### src/rtl/mux_share_arbiter_pkg.sv
// ============================================================================
// Module  : mux_share_arbiter_pkg
// Brief   : Shared state encodings and width helpers for the mux-share
//           arbiter and its winner-pick sub-block.
// Revision: 1.0 - initial release
// ============================================================================
`default_nettype none

package mux_share_arbiter_pkg;

    // Arbiter FSM encodings.
    localparam logic [0:0] ST_IDLE = 1'b0;
    localparam logic [0:0] ST_OWN  = 1'b1;

    // Ceiling log2, usable in parameter and localparam expressions.
    function automatic int clog2(input int value);
        int r;
        r = 0;
        for (int i = 0; i < 32; i++) begin
            if ((1 << r) < value) begin
                r = r + 1;
            end
        end
        return r;
    endfunction

    // Index width for an N-entry select, never narrower than one bit.
    function automatic int idx_w(input int n);
        return (n < 2) ? 1 : clog2(n);
    endfunction

endpackage : mux_share_arbiter_pkg

`default_nettype wire

### src/rtl/mux_share_pick.sv
// ============================================================================
// Module  : mux_share_pick
// Brief   : Combinational winner pick. Scans req & mask starting at base and
//           wrapping round; returns the first hit and a found flag. Fixed
//           priority is obtained by tying base to zero.
// Revision: 1.0 - initial release
// ============================================================================
`default_nettype none

module mux_share_pick
    import mux_share_arbiter_pkg::*;
#(
    parameter int N  = 4,
    parameter int SW = idx_w(N)
) (
    input  logic [N-1:0]  req,
    input  logic [N-1:0]  mask,
    input  logic [SW-1:0] base,
    output logic [SW-1:0] winner,
    output logic          found
);

    logic [N-1:0]  cand;
    logic [SW-1:0] idx;

    assign cand = req & mask;

    // Walk offsets from farthest to nearest so the nearest hit to base is
    // the last one written and therefore wins.
    always_comb begin
        winner = '0;
        found  = 1'b0;
        idx    = '0;
        for (int off = N - 1; off >= 0; off--) begin
            idx = SW'((int'(base) + off) % N);
            if (cand[idx]) begin
                winner = idx;
                found  = 1'b1;
            end
        end
    end

endmodule : mux_share_pick

`default_nettype wire

### src/rtl/mux_share_arbiter.sv
// ============================================================================
// Module  : mux_share_arbiter
// Brief   : Shares one registered N:1 W-bit mux path between N requesters
//           with a req/gnt handshake. The owner keeps the grant while it
//           holds req, but is forced off after MAX_HOLD cycles when others
//           are waiting. Handover between owners has no idle bubble.
// Options : MUX_SHARE_ARB_FIXED_PRIO_EN - lowest-index requester wins
//           instead of round-robin; pointer register removed.
// Revision: 1.0 - initial release
// ============================================================================
`default_nettype none

module mux_share_arbiter
    import mux_share_arbiter_pkg::*;
#(
    parameter int N        = 4,
    parameter int W        = 2,
    parameter int MAX_HOLD = 8
) (
    input  logic                 clk,
    input  logic                 rst_n,
    input  logic [N-1:0]         req,
    input  logic [N*W-1:0]       din,
    output logic [N-1:0]         gnt,
    output logic [idx_w(N)-1:0]  sel,
    output logic                 busy,
    output logic [W-1:0]         dout,
    output logic                 dout_valid
);

    localparam int SW = idx_w(N);
    localparam int HW = clog2(MAX_HOLD + 1);

    // ------------------------------------------------------------------
    // State
    // ------------------------------------------------------------------
    logic [0:0]    state;
    logic [HW-1:0] hold;

    logic [0:0]    state_nxt;
    logic [N-1:0]  gnt_nxt;
    logic [SW-1:0] sel_nxt;
    logic          busy_nxt;
    logic [HW-1:0] hold_nxt;
    logic          grant_new;

    // ------------------------------------------------------------------
    // Arbitration inputs
    // ------------------------------------------------------------------
    logic          owner_req;
    logic          others_pending;
    logic          hold_max;
    logic [N-1:0]  pick_mask;
    logic [SW-1:0] pick_base;
    logic [SW-1:0] win;
    logic          found;

    // The owner's own req is still high during a forced release, so it must
    // be masked; when the owner dropped req the mask is harmless, and in
    // IDLE gnt is zero so every requester is eligible.
    assign owner_req      = |(req & gnt);
    assign others_pending = |(req & ~gnt);
    assign hold_max       = (hold >= HW'(MAX_HOLD));
    assign pick_mask      = ~gnt;

    mux_share_pick #(
        .N  (N),
        .SW (SW)
    ) u_pick (
        .req    (req),
        .mask   (pick_mask),
        .base   (pick_base),
        .winner (win),
        .found  (found)
    );

`ifdef MUX_SHARE_ARB_FIXED_PRIO_EN
    // Scanning from index 0 gives lowest-index priority.
    assign pick_base = '0;
`else
    logic [SW-1:0] ptr;

    // Round-robin pointer moves to the slot after each new winner.
    always_ff @(posedge clk or negedge rst_n) begin
        if (!rst_n) begin
            ptr <= '0;
        end else if (grant_new) begin
            ptr <= (win == SW'(N - 1)) ? '0 : (win + SW'(1));
        end
    end

    assign pick_base = ptr;
`endif

    // Next-state decision: start, keep, hand over, or go idle.
    always_comb begin
        state_nxt = state;
        gnt_nxt   = gnt;
        sel_nxt   = sel;
        busy_nxt  = busy;
        hold_nxt  = hold;
        grant_new = 1'b0;

        case (state)
            ST_IDLE: begin
                if (found) begin
                    grant_new = 1'b1;
                end
            end

            ST_OWN: begin
                // A dropped owner takes precedence over expiry, so a
                // simultaneous drop and expiry is just a normal drop.
                if (!owner_req || (others_pending && hold_max)) begin
                    if (found) begin
                        grant_new = 1'b1;
                    end else begin
                        state_nxt = ST_IDLE;
                        gnt_nxt   = '0;
                        sel_nxt   = '0;
                        busy_nxt  = 1'b0;
                        hold_nxt  = '0;
                    end
                end else if (!hold_max) begin
                    hold_nxt = hold + HW'(1);
                end
            end

            default: begin
                state_nxt = ST_IDLE;
                gnt_nxt   = '0;
                sel_nxt   = '0;
                busy_nxt  = 1'b0;
                hold_nxt  = '0;
            end
        endcase

        if (grant_new) begin
            state_nxt = ST_OWN;
            gnt_nxt   = N'(1) << win;
            sel_nxt   = win;
            busy_nxt  = 1'b1;
            hold_nxt  = HW'(1);
        end
    end

    // Grant-side registers.
    always_ff @(posedge clk or negedge rst_n) begin
        if (!rst_n) begin
            state <= ST_IDLE;
            gnt   <= '0;
            sel   <= '0;
            busy  <= 1'b0;
            hold  <= '0;
        end else begin
            state <= state_nxt;
            gnt   <= gnt_nxt;
            sel   <= sel_nxt;
            busy  <= busy_nxt;
            hold  <= hold_nxt;
        end
    end

    // ------------------------------------------------------------------
    // Data path: one cycle behind the grant
    // ------------------------------------------------------------------
    logic [W-1:0] din_arr [N];

    for (genvar i = 0; i < N; i++) begin : g_unpack
        assign din_arr[i] = din[i*W +: W];
    end

    // Capture the owner's data while busy; dout holds when the grant ends.
    always_ff @(posedge clk or negedge rst_n) begin
        if (!rst_n) begin
            dout       <= '0;
            dout_valid <= 1'b0;
        end else begin
            if (busy) begin
                dout <= din_arr[sel];
            end
            dout_valid <= busy;
        end
    end

endmodule : mux_share_arbiter

`default_nettype wire

### config.mk
export PLATFORM = sky130hd
export DESIGN_NAME = mux_share_arbiter
export DESIGN_NICKNAME = d
export VERILOG_FILES = /design/src/rtl/mux_share_arbiter_pkg.sv /design/src/rtl/mux_share_pick.sv /design/src/rtl/mux_share_arbiter.sv
export SDC_FILE = /design/constraint.sdc
export NUM_CORES = 1
export LEC_CHECK = 0
export CAP_MARGIN = 10
export CORE_MARGIN = 5
export CORE_UTILIZATION = 30
export DETAILED_ROUTE_END_ITERATION = 7
export GPL_TIMING_DRIVEN = 1
export PLACE_DENSITY_LB_ADDON = 0.2
export SLEW_MARGIN = 15
export SYNTH_ARGS = -nofsm -noshare
export SYNTH_HDL_FRONTEND = slang
export SYNTH_SLANG_ARGS = --single-unit
### constraint.sdc
create_clock -name clk -period 2.7 [get_ports clk]
set_input_delay 0.27 -clock clk [delete_from_list [all_inputs] [get_ports clk]]
set_output_delay 0.27 -clock clk [all_outputs]
set_load 0.005 [all_outputs]
==> results.toml, run 1 <==
[cts]
cts_made_buffers = 3
clkTransAtPathRegs_ns = 0.11
cts_hold_buffers = 0
root_buffer = "clkbuf_4"
cts_resized = 0
post_cts_buffers = 0
max-clock-path-buffers = 2
clkLatencyLatePin_ns = 0.30
htree_levels = 1
cts_sinks = 17
cts_tree = "done"

[timing]
hold_viol_final = 0
skew_ns = 0.00324
tns_ns = 0
rsz0062_at_grt = "false"
finalCritPeriodShare_pct = 73.3
final-setup-viol-count = 0
min_period_ns = 1.98
drv_slew = 0
fmax_mhz = 505
tightest_slew_ns = 0.777
slew_headroom_pct = 48.0

[synth]
ys.flop_type = "dfrtp_1"
ys_ff_latch = 17
yosys-top-cells-area = "dfrtp_1 (40%), ha_1 (7.0%), nor2_1 (4.9%)"
synth_top_area_share_pct = 39.8
synth_cells = 103
syn_area_um2 = 1070
async_reset_ff_share_pct = 100
yosysWarnings = 0
seq_area_frac_synth_pct = 39.8
synthesis.nets = 123
synth_area_per_cell_um2 = 10.4
synth_area_leader_cell = "dfrtp_1"
synth_edf_count = 0
ys_types = 38

[floorplanning]
dieArea_um2 = 4860
core_area_um2 = 3390
dieHeight_um = 69.7
die_w_um = 69.7
io_pins = 24
initial_core_util_pct = 31.6
rows = 21

[critical_path]
arrival_ns = 2.18
cp_slowest_stage_delay_ns = 0.48
critPathTopFamily = "compound AO/OA/AOI/OAI gates"
start_kind = "input port"
crit_slowest_cell = "clkdlybuf4s50_1"
crit_path_end_kind = "register"
worstSetupPathType = "input port to register"
r2r_slack_ns = 0.74
cp.buffers_inverters = 2
cp_max_fo = 6
crit_required_ns = 2.90
path_cells = "clkdlybuf4s50_1 -> nor2b_2 -> a211oi_1 -> o31ai_2 -> inv_1 -> ha_1 -> a21oi_1 -> nor3_2"

[drt]
drt-initial-drc-count = 26
postRouteAntennaNets = 0
firstDrtPassIters = 4
drc = 0
wl_um = 2390
vias = 865
viasPerCell = 4.91
wl_per_cell_um = 13.6

[global_route]
grt_pass1_vias = 839
grt_overflow_total = 0
grt_max_degree = 18
grt.total_usage_pct = 10.3
grt_pass1_wl_um = 4090
antenna_found_initial = 0

[pwr]
p_leak_nw = 0.584
ir_drop_mv = 0.363
finalPower_mw = 1.58
powerDensity_nw_per_um2 = 1140

[layout]
drive_above_1_share_pct = 16.9
nets = 151
antenna_cells = 0
final_util_pct = 40.8
fillCellCount = 345
area_delta_synth_final_pct = 29.1
final_area_um2 = 1380

[place]
dp_hpwl_um = 1880
place.gp.congestion = 0.781
placed_area_um2 = 1350
portBuffers = 23

[status]
status = "complete, no violations"

[job]
drv_cap = 0

[worst_hold_path]
hold_path_class = "input port to asynchronous set/reset pin"
## worst paths after layout
path,start,endpoint,cells past startpoint
worst min register to register,dout[0],dout[0],1
min in group clk,dout[0],dout[0],1
worst max register to register,gnt[1],gnt[3],7
worst min-delay path,rst_n,hold[0],1
max in group asynchronous,rst_n,gnt[0],1
worst max-delay path,req[1],gnt[3],8
## Yosys cell counts (2+ instances only)
library cell / instances
ha_1: 6
nand2b_1: 2
a21oi_1: 7
nor3_2: 3
dfrtp_1: 17
nor2b_2: 2
mux4_2: 2
nor2_1: 14
nand3_1: 3
o21ai_0: 5
o221ai_1: 2
nand2_1: 4
nor3_1: 4
mux2_2: 2
inv_1: 7
## stage by stage
stage / hold slack (ns) / setup WS [ns] / instances
after global routing: 0.504 / 0.561 / 176
after detailed placement: 0.504 / 0.379 / 172
after CTS: 0.451 / 0.705 / 176
final: 0.412 / 0.720 / 176
after floorplan: -0.0256 / 1.00 / 103
after global placement: 0.494 / 0.446 / 172
## cell usage in the layout (no fill, tap or decap), types with 3 or more instances in the layout
cell type / synthesis / final
nor3_1: 4 / 4
nor2_1: 14 / 14
inv_1: 7 / 7
clkbuf_4: 0 / 3
ha_1: 6 / 6
nor3_2: 3 / 3
a21oi_1: 7 / 7
nand2_1: 4 / 4
o21ai_0: 5 / 5
dfrtp_1: 17 / 17
nand3_1: 3 / 3
clkdlybuf4s50_1: 0 / 23
## state kept, by name, summed over array words and instances, names as in the netlist
name / flops
dout: 2
sel: 2
busy: 1
state: 1
pick_base: 2
dout_valid: 1
hold: 4
gnt: 4
## final cells by class
cell class	instances	area [um2]	share of cell area, %
Clock buffer	3	22.5	1.63
Sequential cell	17	425	30.8
Inverter	7	26.3	1.90
Multi-Input combinational cell	78	607	43.9
Clock inverter	1	5.00	0.362
Tap cell	46	57.6	4.17
Timing Repair Buffer	24	238	17.2
## report_power, final
part / internal [mW] / switching (mW) / leakage [nW]
combinational: 0.475 / 0.449 / 0.367
sequential: 0.376 / 0.134 / 0.200
clock: 0.0552 / 0.0871 / 0.0177
total: 0.905 / 0.670 / 0.584
## per-layer routing
| layer | vias to the layer above | share of wire (%) | track usage (%) |
|---|---|---|---|
| met2 | 5 | 51 | 16.7 |
| met3 | 4 | 1.9 | 1.88 |
| li1 | 430 | - | - |
| met4 | 0 | 1.4 | 4.47 |
| met1 | 426 | 46 | 13.4 |
| met5 | - | 0 | 0 |
## worst reg2reg max path, delay by kind of cell, from the launching register on
| kind | cells | cell delay, ns |
|---|---|---|
| compound gates | 3 | 0.69 |
| flops | 1 | 0.44 |
| simple gates | 2 | 0.35 |
| fa+ha+maj | 1 | 0.23 |
| buf+inv | 1 | 0.13 |
## cells by family after synthesis
| group | synth area share (%) |
|---|---|
| AO/OA/AOI/OAI | 19.6 |
| XOR/XNOR | 0.819 |
| adder cells (fa/ha/maj) | 7.02 |
| buffers and inverters | 3.51 |
| flip-flops | 39.8 |
| multiplexers | 6.32 |
| AND/OR/NAND/NOR | 22.9 |
Power figures use the tool's default switching activity.
==> inputs of run 2 (changes only) <==
- clock period: 2.7 -> 1.7 ns (I/O delays scaled with it)
==> results.toml, run 2 (synthesized netlist as in run 1, its figures left out) <==
[status]
status = "complete, no violations"

[cts]
cts_hold_buffers = 0
root_buffer = "clkbuf_4"
max-clock-path-buffers = 2
htree_levels = 1
cts_sinks = 17
clkTransAtPathRegs_ns = 0.11
cts_tree = "done"
clkLatencyLatePin_ns = 0.29
cts_made_buffers = 3

[pwr]
finalPower_mw = 2.98
p_leak_nw = 0.692
ir_drop_mv = 0.904
powerDensity_nw_per_um2 = 1850

[critical_path]
cp_slowest_stage_delay_ns = 0.58
startpoint = "gnt[1]"
arrival_ns = 1.87
worstReg2RegEnd = "sel[0]"
cp.buffers_inverters = 1
start_kind = "register"
r2r_slack_ns = 0.04
crit_path_end_kind = "register"
crit_required_ns = 1.91
worstSetupPathType = "register to register"
crit_slowest_cell = "or4b_4"
cp_max_fo = 9
path_cells = "nor2b_4 -> buf_4 -> or4b_4 -> nand2_4 -> nor2_1 -> a211oi_2"
r2r-start = "gnt[1]"
rr_worst_depth = 6
critPathTopFamily = "simple AND/OR/NAND/NOR gates"

[floorplanning]
initial_core_util_pct = 31.6
core_area_um2 = 3390
die_w_um = 69.7
rows = 21
io_pins = 24
dieArea_um2 = 4860
dieHeight_um = 69.7

[layout]
fillCellCount = 318
multi_input_area_um2 = 703
mostFrequentLayoutCell = "clkdlybuf4s50_1"
regArea_um2 = 429
nets = 168
layout_common_cells = "clkdlybuf4s50_1 (22), buf_4 (17), dfrtp_1 (14)"
antenna_cells = 0
area_delta_synth_final_pct = 51.0
reg_top3 = "gnt (4), hold (4)"
drive_above_1_share_pct = 37.4
final_util_pct = 47.7

[drt]
firstDrtPassIters = 4
drt-initial-drc-count = 38
postRouteAntennaNets = 0
viasPerCell = 4.87
vias = 940
wl_per_cell_um = 13.8
drc = 0
wl_um = 2670

[global_route]
antenna_found_initial = 0
grt_pass1_wl_um = 4560
grt_pass1_vias = 979
grt_max_degree = 18
grt.total_usage_pct = 11.4
grt_overflow_total = 0

[timing]
min_period_ns = 1.66
tightest_slew_ns = 0.324
hold_viol_final = 0
final-setup-viol-count = 0
fmax_mhz = 603
rsz0062_at_grt = "true"
fin_ws_ns = 0.0429
finalCritPeriodShare_pct = 97.5
holdWs_ns = 0.193
slew_headroom_pct = 78.4
drv_slew = 0
skew_ns = 0.00340

[place]
portBuffers = 23
place.gp.congestion = 0.796
dp_hpwl_um = 1980
dp_slack_ns = -0.235

[job]
drv_cap = 0

[worst_hold_path]
hold_path_class = "input port to asynchronous set/reset pin"
run 2: cell types whose count changed in the layout (fill, tap and decap cells not counted), moves of 3 or more:
cell	change
buf_4	+16
ha_1	-4
dfrtp_1	-3
dfrtp_2	+3
run 2: layout make-up:
cell class                 count  share of cell area (%)
inverter                       7                    1.63
sequential                    17                    26.6
multi-input combinational     78                    43.5
tap                           46                    3.56
clock inverter                 1                   0.310
clock buffer                   3                    1.39
timing repair buffer          41                    23.0
run 2: timing repair:
| item | 4_1_cts | 5_1_grt |
|---|---|---|
| gates cloned | 0 | 0 |
| pin swaps | 0 | 4 |
| setup buffers | 0 | 2 |
| resized for setup | 5 | 20 |
| hold endpoints to repair | 0 | 0 |
| setup endpoints to repair | 5 | 7 |
run 2: worst max path at each step:
stage	end	slack (ns)	cells past startpoint
after global routing	sel[0]	-0.04	6
final	sel[0]	0.04	6
after global placement	sel[0]	-0.23	7
after detailed placement	gnt[0]	-0.24	8
after floorplan	gnt[3]	0.003	7
after CTS	gnt[0]	0.002	7
run 2: layer usage:
| metal | track usage, % | part of all wire (%) | up-vias |
|---|---|---|---|
| li1 | - | - | 468 |
| met5 | 0 | 0 | - |
| met3 | 3.33 | 3.0 | 2 |
| met2 | 17.6 | 53 | 12 |
| met4 | 2.77 | 0.71 | 0 |
| met1 | 15.7 | 43 | 458 |
run 2: worst reg2reg max path, stage by stage, from the launching register on:
cell      delay [ns]
dfrtp_2         0.43
nor2b_4         0.07
buf_4           0.14
or4b_4          0.58
nand2_4         0.13
nor2_1          0.06
a211oi_2        0.18
run 2: report_power, final:
group          internal (mW)  total, mW  leakage, nW  switching (mW)
clock network         0.0874      0.220       0.0177           0.133
logic                   1.06       1.93        0.478           0.871
registers              0.604      0.833        0.196           0.229
run 2: stage by stage:
step,setup TNS [ns],cell area [um2],std cells
3_3_place_gp,-1.57,1470,187
2_1_floorplan,0,1070,103
6_report,0,1620,193
5_1_grt,-0.136,1620,193
3_5_place_dp,-1.77,1470,187
4_1_cts,0,1520,191
==> inputs of run 3 (changes only) <==
- SLEW_MARGIN: 15 -> unset
==> results of run 3 <==
Same layout as run 2: the final DEF is identical, and so are final timing and power.
